===== config.mk =====
export PLATFORM = sky130hd
export DESIGN_NAME = inst_fetch_way0
export DESIGN_NICKNAME = d
export VERILOG_FILES = /design/src/rtl/inst_fetch_way0.sv
export SDC_FILE = /design/constraint.sdc
export NUM_CORES = 1
export LEC_CHECK = 0
export CAP_MARGIN = 10
export CORE_AREA = 2 2 172 191
export DETAILED_ROUTE_END_ITERATION = 12
export DIE_AREA = 0 0 174 193
export PLACE_DENSITY = 0.85
export SLEW_MARGIN = 0
export SYNTH_ARGS = -nofsm -noshare
export SYNTH_HDL_FRONTEND = slang
export SYNTH_SLANG_ARGS = --single-unit

===== constraint.sdc =====
create_clock -name clk -period 10.9 [get_ports clk]
set_input_delay 2.18 -clock clk [delete_from_list [all_inputs] [get_ports clk]]
set_output_delay 2.18 -clock clk [all_outputs]
set_load 0.01 [all_outputs]

===== src/rtl/inst_fetch_way0.sv =====
// ============================================================================
// Module   : inst_fetch_way0
// Purpose  : Way-0 fetch stage. Takes PC-unit addresses, issues in-order
//            instruction-memory requests and buffers returned packets for
//            decode. Optional FETCH_PERF_CNT_EN adds stall/drop counters.
// Revision : 1.0
// ============================================================================
`default_nettype none

module inst_fetch_way0 #(
  parameter int FIFO_DEPTH = 4
) (
  input  logic        clk,
  input  logic        reset_n,
  input  logic        valid_i,
  input  logic [31:0] instAddr_i,
  output logic        ready_o,
  input  logic        jumpFlag_i,
  output logic        memReqValid_o,
  output logic [31:0] memReqAddr_o,
  input  logic        memReqReady_i,
  input  logic        memRespValid_i,
  input  logic [63:0] memRespData_i,
  output logic        instValid_o,
  output logic [31:0] instPc_o,
  output logic [31:0] inst0_o,
  output logic [31:0] inst1_o,
  output logic [1:0]  instMask_o,
  input  logic        decodeReady_i
`ifdef FETCH_PERF_CNT_EN
  ,
  output logic [31:0] perfStallCnt_o,
  output logic [31:0] perfDropCnt_o
`endif
);

  localparam int               c_AW    = $clog2(FIFO_DEPTH);
  localparam logic [c_AW+1:0]  c_DEPTH = (c_AW+2)'(FIFO_DEPTH);

  logic [c_AW:0]           r_alloc;
  logic [c_AW:0]           r_fill;
  logic [c_AW:0]           r_read;
  logic [c_AW:0]           r_drop;
  logic [31:0]             r_pc   [FIFO_DEPTH];
  logic [63:0]             r_data [FIFO_DEPTH];
  logic [FIFO_DEPTH-1:0]   r_filled;

  logic [c_AW:0]           w_count;
  logic [c_AW:0]           w_unfilled;
  logic [c_AW+1:0]         w_occ;
  logic                    w_credit;
  logic                    w_drop_nz;
  logic                    w_unf_nz;
  logic                    w_resp_drop;
  logic                    w_resp_write;
  logic                    w_discard;
  logic                    w_pop;
  logic                    w_head_filled;
  logic [c_AW-1:0]         w_al_idx;
  logic [c_AW-1:0]         w_fl_idx;
  logic [c_AW-1:0]         w_rd_idx;
  logic [FIFO_DEPTH-1:0]   w_set_mask;
  logic [FIFO_DEPTH-1:0]   w_clr_mask;

  assign w_count    = r_alloc - r_read;
  assign w_unfilled = r_alloc - r_fill;
  // Dropped-but-not-yet-returned responses still hold a credit.
  assign w_occ      = {1'b0, w_count} + {1'b0, r_drop};
  assign w_credit   = (w_occ < c_DEPTH);

  assign w_al_idx = r_alloc[c_AW-1:0];
  assign w_fl_idx = r_fill[c_AW-1:0];
  assign w_rd_idx = r_read[c_AW-1:0];

  assign memReqValid_o = valid_i & w_credit & ~jumpFlag_i;
  assign ready_o       = memReqValid_o & memReqReady_i;
  assign memReqAddr_o  = {instAddr_i[31:3], 3'b000};

  assign w_drop_nz    = (r_drop != '0);
  assign w_unf_nz     = (w_unfilled != '0);
  assign w_resp_drop  = memRespValid_i & w_drop_nz;
  assign w_resp_write = memRespValid_i & ~w_drop_nz & w_unf_nz & ~jumpFlag_i;
  // A response landing in the flush cycle belongs to a now-stale request.
  assign w_discard    = memRespValid_i & (w_drop_nz | (jumpFlag_i & w_unf_nz));

  assign w_head_filled = r_filled[w_rd_idx];
  assign instValid_o   = w_head_filled & ~jumpFlag_i;
  assign w_pop         = instValid_o & decodeReady_i;

  assign instPc_o   = r_pc[w_rd_idx];
  assign inst0_o    = r_data[w_rd_idx][31:0];
  assign inst1_o    = r_data[w_rd_idx][63:32];
  assign instMask_o = !w_head_filled       ? 2'b00 :
                      r_pc[w_rd_idx][2]    ? 2'b10 : 2'b11;

  always_comb begin
    w_set_mask = '0;
    w_clr_mask = '0;
    if (ready_o)      w_clr_mask[w_al_idx] = 1'b1;
    if (w_pop)        w_clr_mask[w_rd_idx] = 1'b1;
    if (w_resp_write) w_set_mask[w_fl_idx] = 1'b1;
  end

  always_ff @(posedge clk or negedge reset_n) begin
    if (!reset_n) begin
      r_alloc  <= '0;
      r_fill   <= '0;
      r_read   <= '0;
      r_drop   <= '0;
      r_filled <= '0;
      for (int i = 0; i < FIFO_DEPTH; i++) begin
        r_pc[i]   <= '0;
        r_data[i] <= '0;
      end
    end else begin
      if (ready_o)      r_pc[w_al_idx]   <= instAddr_i;
      if (w_resp_write) r_data[w_fl_idx] <= memRespData_i;
      if (jumpFlag_i) begin
        r_drop   <= r_drop + w_unfilled - {{c_AW{1'b0}}, w_discard};
        r_fill   <= r_alloc;
        r_read   <= r_alloc;
        r_filled <= '0;
      end else begin
        if (ready_o)      r_alloc <= r_alloc + 1'b1;
        if (w_resp_drop)  r_drop  <= r_drop - 1'b1;
        if (w_resp_write) r_fill  <= r_fill + 1'b1;
        if (w_pop)        r_read  <= r_read + 1'b1;
        r_filled <= (r_filled & ~w_clr_mask) | w_set_mask;
      end
    end
  end

`ifdef FETCH_PERF_CNT_EN
  logic [31:0] r_stall_cnt;
  logic [31:0] r_drop_cnt;

  always_ff @(posedge clk or negedge reset_n) begin
    if (!reset_n) begin
      r_stall_cnt <= '0;
      r_drop_cnt  <= '0;
    end else begin
      if (valid_i & ~jumpFlag_i & ~ready_o) r_stall_cnt <= r_stall_cnt + 32'd1;
      if (w_discard)                        r_drop_cnt  <= r_drop_cnt + 32'd1;
    end
  end

  assign perfStallCnt_o = r_stall_cnt;
  assign perfDropCnt_o  = r_drop_cnt;
`endif

  a_resp_expected: assert property (@(posedge clk) disable iff (!reset_n)
    memRespValid_i |-> (w_drop_nz || w_unf_nz));

  a_addr_aligned: assert property (@(posedge clk) disable iff (!reset_n)
    valid_i |-> (instAddr_i[1:0] == 2'b00));

endmodule

`default_nettype wire


==> out/qor.yml, run 1 <==
timing:
  maxSlewViolCount: 0
  fin_tns_setup_ps: 0
  fin_crit_sh_pct: 59.5
  fmax_mhz: 154
  hold_violations: 0
  slew-limit-headroom_pct: 28.6
  rsz0062_at_grt: "false"
  worstMarginPinSlew_ps: 1070
  fin_worst_skew_ps: 11.1
  min_period_ps: 6490
  setup_viol: 0
logic_synthesis:
  ys_seq_area_share_pct: 53.3
  yosys_warnings: 0
  synth_cell_types: 38
  synthCells: 1095
  synth_edf_count: 0
  synthArstFlopShare_pct: 100
  syn_avg_cell_area_sq_um: 17.1
  synthFlopType: "dfrtp_1"
  ys_ff_latch: 400
  netlist_area_sq_um: 18800
min_path:
  holdCritStartpoint: "r_data[117]"
  holdPathEnd: "r_data[117]"
  hp-class: "reg2reg"
  min_path_cells: 1
pwr:
  pwr-share-comb_pct: 36.3
  peakVddDrop_uv: 201
  seqPwrFrac_pct: 38.8
  p_sw_share_pct: 28.0
  p_switching_uw: 1720
  p_int_uw: 4440
  leakage_uw: 0.0109
  clockPowerShare_pct: 24.9
  power_density_nw_per_um2: 273
drt:
  drtIter0Drc: 515
  dr.pass1.iters: 4
  vias: 10100
  routed_via_density: 5.76
  wire_per_inst_um: 22.1
  finalWirelength_um: 38700
  drtAntennaViolNets: 0
  drcViolationCount: 0
flow_run:
  cap_violations: 0
setup_path:
  cp_data_required_time_ps: 8720
  r2r_cells: 10
  cp-end-kind: "primary output"
  path_class: "in2out"
  crit_family: "buffers and inverters"
  r2r_setup_slack_ps: 6770
  crit_slowest_cell: "clkdlybuf4s50_1"
  reg2reg_to: "r_pc[44]"
  critPathMaxStageDelay_ps: 640
  path_cells: "clkdlybuf4s50_1 > inv_1 > o211a_1 > nand2_1 > inv_1 > clkdlybuf4s50_1"
  crit_fanout: 12
  worstSetupStartpointType: "input port"
  timing.rr.start: "r_read[1]"
  path_buf_inv: 4
  cp.arrival_ps: 4310
final_layout:
  layout-drive-gt1-share_pct: 41.7
  area.growth.synth_to_final_pct: 20.2
  fill_cells: 2033
  final_util_pct: 71.0
  fin_nets: 1418
clock_network:
  clockRootBuffer: "clkbuf_16"
  cts_hold_buf: 0
  cts.path.max_buffers: 3
  cts_buffers: 43
  cts_setup_buffers: 0
  cts-resized-gates: 0
  tritoncts: "yes"
  cts.clk_slew.worst_paths_ps: 60
  cts-htree-levels: 2
  insertion_delay_ps: 520
  clock_sinks: 400
placed_design:
  portBuffers: 232
  dp_hpwl_um: 23200
  place_congestion: 0.774
grt:
  grt_pass1_wl_um: 63100
  grt_pass1_vias: 11300
  grt-ovfl-total: 0
  grt_usage_pct: 23.7
  grt_start_max_net_pins: 93
  antenna_found_initial: 0
floorplan:
  start_util_pct: 59.1
  die_width_um: 174
  io_pins: 236
  core_area_sq_um: 31800
  die_area_sq_um: 33600
  die_y_um: 193
  rows: 69
run_status:
  status: "completed"
==> worst max path at each step <==
stage | from | endpoint | slack, ps | cells past startpoint
2_1_floorplan | valid_i | ready_o | 5840 | 4
3_3_place_gp | jumpFlag_i | ready_o | 4490 | 6
3_5_place_dp | jumpFlag_i | ready_o | 4450 | 6
4_1_cts | jumpFlag_i | ready_o | 4440 | 6
5_1_grt | jumpFlag_i | ready_o | 4260 | 6
6_report | jumpFlag_i | ready_o | 4410 | 6
==> per-layer routing <==
metal / vias to the layer above / track usage, % / wire, um
li1: 4386 / - / -
met1: 5374 / 32.2 / 16500
met2: 267 / 40.1 / 19400
met3: 50 / 4.96 / 2130
met4: 0 / 5.30 / 619
met5: - / 0 / 0
==> power groups by stage <==
stage,clock network (uW),registers (uW),logic (uW)
finish,1530,2390,2240
global route,1640,2460,2410
CTS,1570,2390,2270
detailed placement,0,2400,2240
global placement,0,2360,2200
floorplan,0,2250,1560
==> flip-flops by register name, summed over array words and instances (netlist names) <==
register  flops
r_drop        3
r_read        3
r_pc        128
r_alloc       3
r_data      256
r_fill        3
r_filled      4
==> cells by family after synthesis <==
family          Yosys count  share of synthesized area, %
mux                     486                          38.5
simple gates             35                         0.993
buf+inv                 119                          4.17
flops                   400                          53.3
compound gates           18                         0.653
fa+ha+maj                24                          1.72
xor+xnor                 12                         0.640
other cells               1                        0.0200
==> cell type report <==
class | count | area, sq um | area share, %
flip-flops and latches | 400 | 10000 | 44.4
multi-input cells | 578 | 7990 | 35.4
repair buffers | 250 | 2460 | 10.9
clock buffers | 63 | 1280 | 5.69
well taps | 426 | 533 | 2.36
clock inverters | 12 | 216 | 0.959
inverters | 18 | 67.6 | 0.299
diodes | 2 | 5.00 | 0.0222
==> synth_stat cells (4+ instances only) <==
cell	instances	area share [%]
buf_6	24	1.4
mux2_1	20	1.2
xnor2_1	8	0.37
nand2_1	7	0.14
nor2_1	4	0.080
a21oi_1	5	0.13
and3_1	5	0.17
buf_1	4	0.080
ha_1	21	1.4
inv_1	18	0.36
clkbuf_1	14	0.28
buf_4	33	1.3
mux2_4	176	14
nand3_1	6	0.16
mux2_2	190	11
mux4_2	97	12
dfrtp_1	400	53
buf_2	26	0.69
nand4_1	4	0.13
o21ai_0	4	0.11
==> through the flow <==
| stage | total power (uW) | cell area [sq um] | setup slack (ps) | hold WS [ps] | cells |
|---|---|---|---|---|---|
| final | 6160 | 22600 | 4410 | 490 | 1749 |
| after global routing | 6500 | 22600 | 4260 | 504 | 1747 |
| after CTS | 6220 | 22600 | 4440 | 495 | 1747 |
| after detailed placement | 4650 | 21100 | 4450 | 481 | 1672 |
| after global placement | 4560 | 21100 | 4490 | 470 | 1672 |
| after floorplan | 3810 | 18800 | 5840 | 459 | 1097 |
==> layout by cell type, fill, tap and decap left out, types with 7 or more instances in the layout <==
cell type / synthesis / final
mux2_1: 20 / 20
clkbuf_1: 14 / 9
mux2_2: 190 / 190
nand2_1: 7 / 7
dfrtp_1: 400 / 398
inv_1: 18 / 18
clkdlybuf4s50_1: 0 / 231
xnor2_1: 8 / 8
ha_1: 21 / 21
buf_4: 33 / 18
mux4_2: 97 / 97
mux2_4: 176 / 176
clkbuf_16: 0 / 45
clkbuf_8: 0 / 9
Power figures use the tool's default switching activity.
==> run 2, diff against run 1 <==
--- a/config.mk
+++ b/config.mk
@@ -6,10 +6,10 @@
 export NUM_CORES = 1
 export LEC_CHECK = 0
 export CAP_MARGIN = 10
-export CORE_AREA = 2 2 172 191
+export CORE_AREA = 2 2 178 198
 export DETAILED_ROUTE_END_ITERATION = 12
-export DIE_AREA = 0 0 174 193
-export PLACE_DENSITY = 0.85
+export DIE_AREA = 0 0 180 200
+export PLACE_DENSITY = 0.8
 export SLEW_MARGIN = 0
 export SYNTH_ARGS = -nofsm -noshare
 export SYNTH_HDL_FRONTEND = slang
==> constraint.sdc (replaced) <==
create_clock -name clk -period 6.6 [get_ports clk]
set_input_delay 1.32 -clock clk [delete_from_list [all_inputs] [get_ports clk]]
set_output_delay 1.32 -clock clk [all_outputs]
set_load 0.01 [all_outputs]
==> out/qor.yml, run 2 (synthesis results as in run 1) <==
run_status:
  status: "completed"
final_layout:
  area.growth.synth_to_final_pct: 19.5
  layout-drive-gt1-share_pct: 41.4
  mostFrequentLayoutCells: "dfrtp_1, clkdlybuf4s50_1, mux2_2"
  final_common_cell: "dfrtp_1"
  top_regs: "r_data: 256 flops, r_pc: 128 flops, r_filled: 4 flops"
  largest_register_ffs: 256
  regMostFlops: "r_data"
  fin_nets: 1415
grt:
  grt_pass1_vias: 11200
  antenna_found_initial: 1
  grt_start_max_net_pins: 149
  grt-ovfl-total: 0
  grt_pass1_wl_um: 61700
  grt_usage_pct: 21.6
setup_path:
  crit_fanout: 37
  cp_data_required_time_ps: 5280
  cp.arrival_ps: 3920
  critPathMaxStageDelay_ps: 800
  path_cells: "inv_1 > fa_1 > xor2_1 > xnor2_1 > ha_1 > nor4b_1 > o211a_1 > nand2_1 > inv_1 > clkdlybuf4s50_1"
  path_class: "reg2out"
  cp-end-kind: "primary output"
  worst_path_most_repeated_cell: "inv_1"
  r2r_cells: 10
  crit_slowest_cell: "dfrtp_4"
  worstSetupStartpointType: "flip-flop"
floorplan:
  die_y_um: 200
  die_width_um: 180
  rows: 71
  core_area_sq_um: 33800
  die_area_sq_um: 36000
  start_util_pct: 55.5
  io_pins: 236
timing:
  hold_violations: 0
  fin_tns_setup_ps: 0
  fin_worst_skew_ps: 19.0
  whs_ps: 486
  fin_crit_sh_pct: 79.3
  fmax_mhz: 191
  min_period_ps: 5240
  setup_viol: 0
  fin_ws_ps: 1360
  maxSlewViolCount: 0
  slew-limit-headroom_pct: 25.6
  worstMarginPinSlew_ps: 1120
  rsz0062_at_grt: "false"
flow_run:
  cap_violations: 0
placed_design:
  dp_hpwl_um: 23000
  place_congestion: 0.765
  pre_cts_ws_ps: 1880
  portBuffers: 232
clock_network:
  cts_hold_buf: 0
  cts-resized-gates: 0
  cts.clk_slew.worst_paths_ps: 60
  cts-htree-levels: 2
  clock_sinks: 400
  cts.path.max_buffers: 3
  clockRootBuffer: "clkbuf_16"
  cts_buffers: 42
  tritoncts: "yes"
  cts_setup_buffers: 0
  insertion_delay_ps: 550
drt:
  drtIter0Drc: 476
  wire_per_inst_um: 21.6
  dr.pass1.iters: 4
  routed_via_density: 5.71
  drtAntennaViolNets: 0
  vias: 10000
  finalWirelength_um: 38000
  drcViolationCount: 0
min_path:
  hp-class: "reg2reg"
  min_path_cells: 1
pwr:
  power_density_nw_per_um2: 441
  peakVddDrop_uv: 229
  leakage_uw: 0.0108
  total_power_uw: 9880
[run 2: cell type report]
cell class                      count  area, sq um
Antenna cell                        1         2.50
Clock buffer                       65         1260
Clock inverter                      9         63.8
Fill cell                        2321        11400
Inverter                           18         67.6
Multi-Input combinational cell    578         7990
Sequential cell                   400        10000
Tap cell                          438          548
Timing Repair Buffer              248         2480
[run 2: worst paths after layout]
path	from	endpoint	slack, ps
worst max-delay path	r_read[1]	ready_o	1360
worst min-delay path	r_data[45]	r_data[45]	490
worst max register to register	r_read[1]	r_pc[6]	2160
worst min register to register	r_data[45]	r_data[45]	490
max in group asynchronous	reset_n	r_read[0]	4370
min in group asynchronous	reset_n	r_data[179]	870
[run 2: metal layers]
layer  up-vias  part of all wire, %  GRT usage (%)
met5         -                    0              0
met4         0                  1.9           5.72
met3        51                  5.2           4.79
met2       236                   49           36.0
met1      5352                   44           29.0
li1       4396                    -              -
[run 2: per-stage QoR]
step / utilization, % / instances / instance area, sq um
2_1_floorplan: - / 1097 / 18800
5_1_grt: 66.3 / 1756 / 22400
4_1_cts: 66.3 / 1756 / 22400
3_5_place_dp: 62.3 / 1682 / 21100
3_3_place_gp: 62.3 / 1682 / 21100
6_report: 66.3 / 1757 / 22400
[run 2: power breakdown]
part / switching, uW / internal (uW)
logic: 1300 / 2390
registers: 566 / 3370
clock network: 950 / 1310
[run 2: worst max-delay path, delay by kind of cell, from the launching register on]
family	cells	cell delay, ps
AOI/OAI and AO/OA	1	280
xor gates and xnor gates	2	310
adders and majority gates	2	710
buffers and inverters	3	860
DFF	1	800
and+or+nand+nor	2	420
==> run 3, diff against run 2 <==
--- a/config.mk
+++ b/config.mk
@@ -6,10 +6,10 @@
 export NUM_CORES = 1
 export LEC_CHECK = 0
 export CAP_MARGIN = 10
-export CORE_AREA = 2 2 178 198
+export CORE_AREA = 2 2 186 207
 export DETAILED_ROUTE_END_ITERATION = 12
-export DIE_AREA = 0 0 180 200
-export PLACE_DENSITY = 0.8
+export DIE_AREA = 0 0 188 209
+export PLACE_DENSITY = 0.77
 export SLEW_MARGIN = 0
 export SYNTH_ARGS = -nofsm -noshare
 export SYNTH_HDL_FRONTEND = slang
==> constraint.sdc (replaced) <==
create_clock -name clk -period 4.7 [get_ports clk]
set_input_delay 0.94 -clock clk [delete_from_list [all_inputs] [get_ports clk]]
set_output_delay 0.94 -clock clk [all_outputs]
set_load 0.01 [all_outputs]
==> out/qor.yml, run 3 (synthesis results as in run 1) <==
run_status:
  status: "completed"
setup_path:
  r2r_setup_slack_ps: 1190
  cp-end-kind: "primary output"
  r2r_cells: 13
  worstSetupStartpointType: "flip-flop"
  reg2reg_to: "r_pc[79]"
  worst_path_most_repeated_cell: "buf_4"
  cp.arrival_ps: 3590
  cp_data_required_time_ps: 3760
  crit_fanout: 62
  path_class: "reg2out"
  path_cells: "buf_4 > buf_4 > mux4_2 > nor2b_1 > clkdlybuf4s50_1"
  timing.rr.start: "r_alloc[0]"
  critPathMaxStageDelay_ps: 800
  crit_start: "r_read[1]"
  crit_slowest_cell: "buf_4"
final_layout:
  area.growth.synth_to_final_pct: 21.1
  top_regs: "r_data: 256 flops, r_pc: 128 flops, r_filled: 4 flops"
  layout-drive-gt1-share_pct: 41.9
  n_antenna_cell: 0
  final_common_cell: "dfrtp_1"
  fill_cells: 2719
  largest_register_ffs: 256
  mostFrequentLayoutCells: "dfrtp_1, clkdlybuf4s50_1, mux2_2"
  fin_nets: 1429
  seqCellArea_sq_um: 10000
  multi_input_area_sq_um: 7990
  regMostFlops: "r_data"
timing:
  fin_ws_ps: 171
  worstMarginPinSlew_ps: 1020
  hold_violations: 0
  rsz0062_at_grt: "false"
  setup_viol: 0
  slew-limit-headroom_pct: 31.9
  whs_ps: 486
  fin_worst_skew_ps: 17.1
  min_period_ps: 4530
  fmax_mhz: 221
  fin_tns_setup_ps: 0
  fin_crit_sh_pct: 96.4
  maxSlewViolCount: 0
drt:
  drtIter0Drc: 426
  drtAntennaViolNets: 0
  dr.pass1.iters: 4
  drcViolationCount: 0
  routed_via_density: 5.53
  finalWirelength_um: 38700
  wire_per_inst_um: 21.2
  vias: 10100
grt:
  grt_start_max_net_pins: 117
  grt-busiest-layer: "met2"
  grt_pass1_vias: 11300
  grt-ovfl-total: 0
  grt_pass1_wl_um: 63200
  use_met1_pct: 28.6
  antenna_found_initial: 1
  globalRouteMet3Util_pct: 4.87
  grt_usage_pct: 20.3
  grt_use_met2_pct: 31.8
placed_design:
  place_congestion: 0.729
  portBuffers: 232
  dp_hpwl_um: 23100
  pre_cts_ws_ps: 694
clock_network:
  clock_sinks: 400
  tritoncts: "yes"
  cts_hold_buf: 0
  clockRootBuffer: "clkbuf_16"
  cts.clk_slew.worst_paths_ps: 60
  cts_buffers: 44
  insertion_delay_ps: 550
  cts.path.max_buffers: 3
  cts-htree-levels: 2
pwr:
  total_power_uw: 14100
  leakage_uw: 0.0109
  power_density_nw_per_um2: 622
  peakVddDrop_uv: 368
floorplan:
  die_y_um: 209
  io_pins: 236
  die_area_sq_um: 39300
  core_area_sq_um: 37400
  start_util_pct: 50.1
  rows: 75
  die_width_um: 188
min_path:
  holdPathEnd: "r_data[56]"
  holdCritStartpoint: "r_data[56]"
  hp-class: "reg2reg"
  min_path_cells: 1
flow_run:
  cap_violations: 0
-- run 3: worst max-delay path by stage --
stage | cells after the start | to
2_1_floorplan | 11 | ready_o
3_3_place_gp | 12 | ready_o
3_5_place_dp | 12 | ready_o
4_1_cts | 12 | ready_o
5_1_grt | 5 | instMask_o[0]
6_report | 5 | instMask_o[0]
-- run 3: final cells by class --
type | count | area share, %
Inverter | 18 | 0.297
Clock buffer | 65 | 5.59
Clock inverter | 9 | 0.578
Multi-Input combinational cell | 578 | 35.1
Tap cell | 500 | 2.75
Sequential cell | 400 | 44.1
Timing Repair Buffer | 260 | 11.6
-- run 3: timing repair --
action | 4_1_cts | 5_1_grt
setup endpoints to repair | 0 | 1
gates resized for setup | 0 | 1
setup buffers | 0 | 3
-- run 3: per-stage QoR --
step / cells / utilization (%) / area, sq um
after floorplan: 1097 / - / 18800
after global placement: 1753 / 56.9 / 21300
after detailed placement: 1753 / 56.9 / 21300
after CTS: 1827 / 60.6 / 22700
after global routing: 1830 / 60.7 / 22700
final: 1830 / 60.7 / 22700
-- run 3: where the power goes --
part	leakage (uW)	internal [uW]	switching, uW	total, uW
clock network	0.000684	1990	1390	3380
registers	0.00531	4730	694	5430
logic	0.00489	3380	1950	5320
total	0.0109	10100	4030	14100
-- run 3: critical path: cells and delay by family, from the launching register on --
kind / cells / cell delay [ps]
buffers and inverters: 3 / 2100
multiplexers: 1 / 410
AND/OR/NAND/NOR: 1 / 120
flip-flops: 1 / 400
-- run 3: layer usage --
layer | wire (um) | share of wire (%) | up-vias
met5 | 9 | 0.023 | -
met4 | 741 | 1.9 | 2
met3 | 2430 | 6.3 | 60
met2 | 18200 | 47 | 261
met1 | 17400 | 45 | 5391
li1 | - | - | 4408
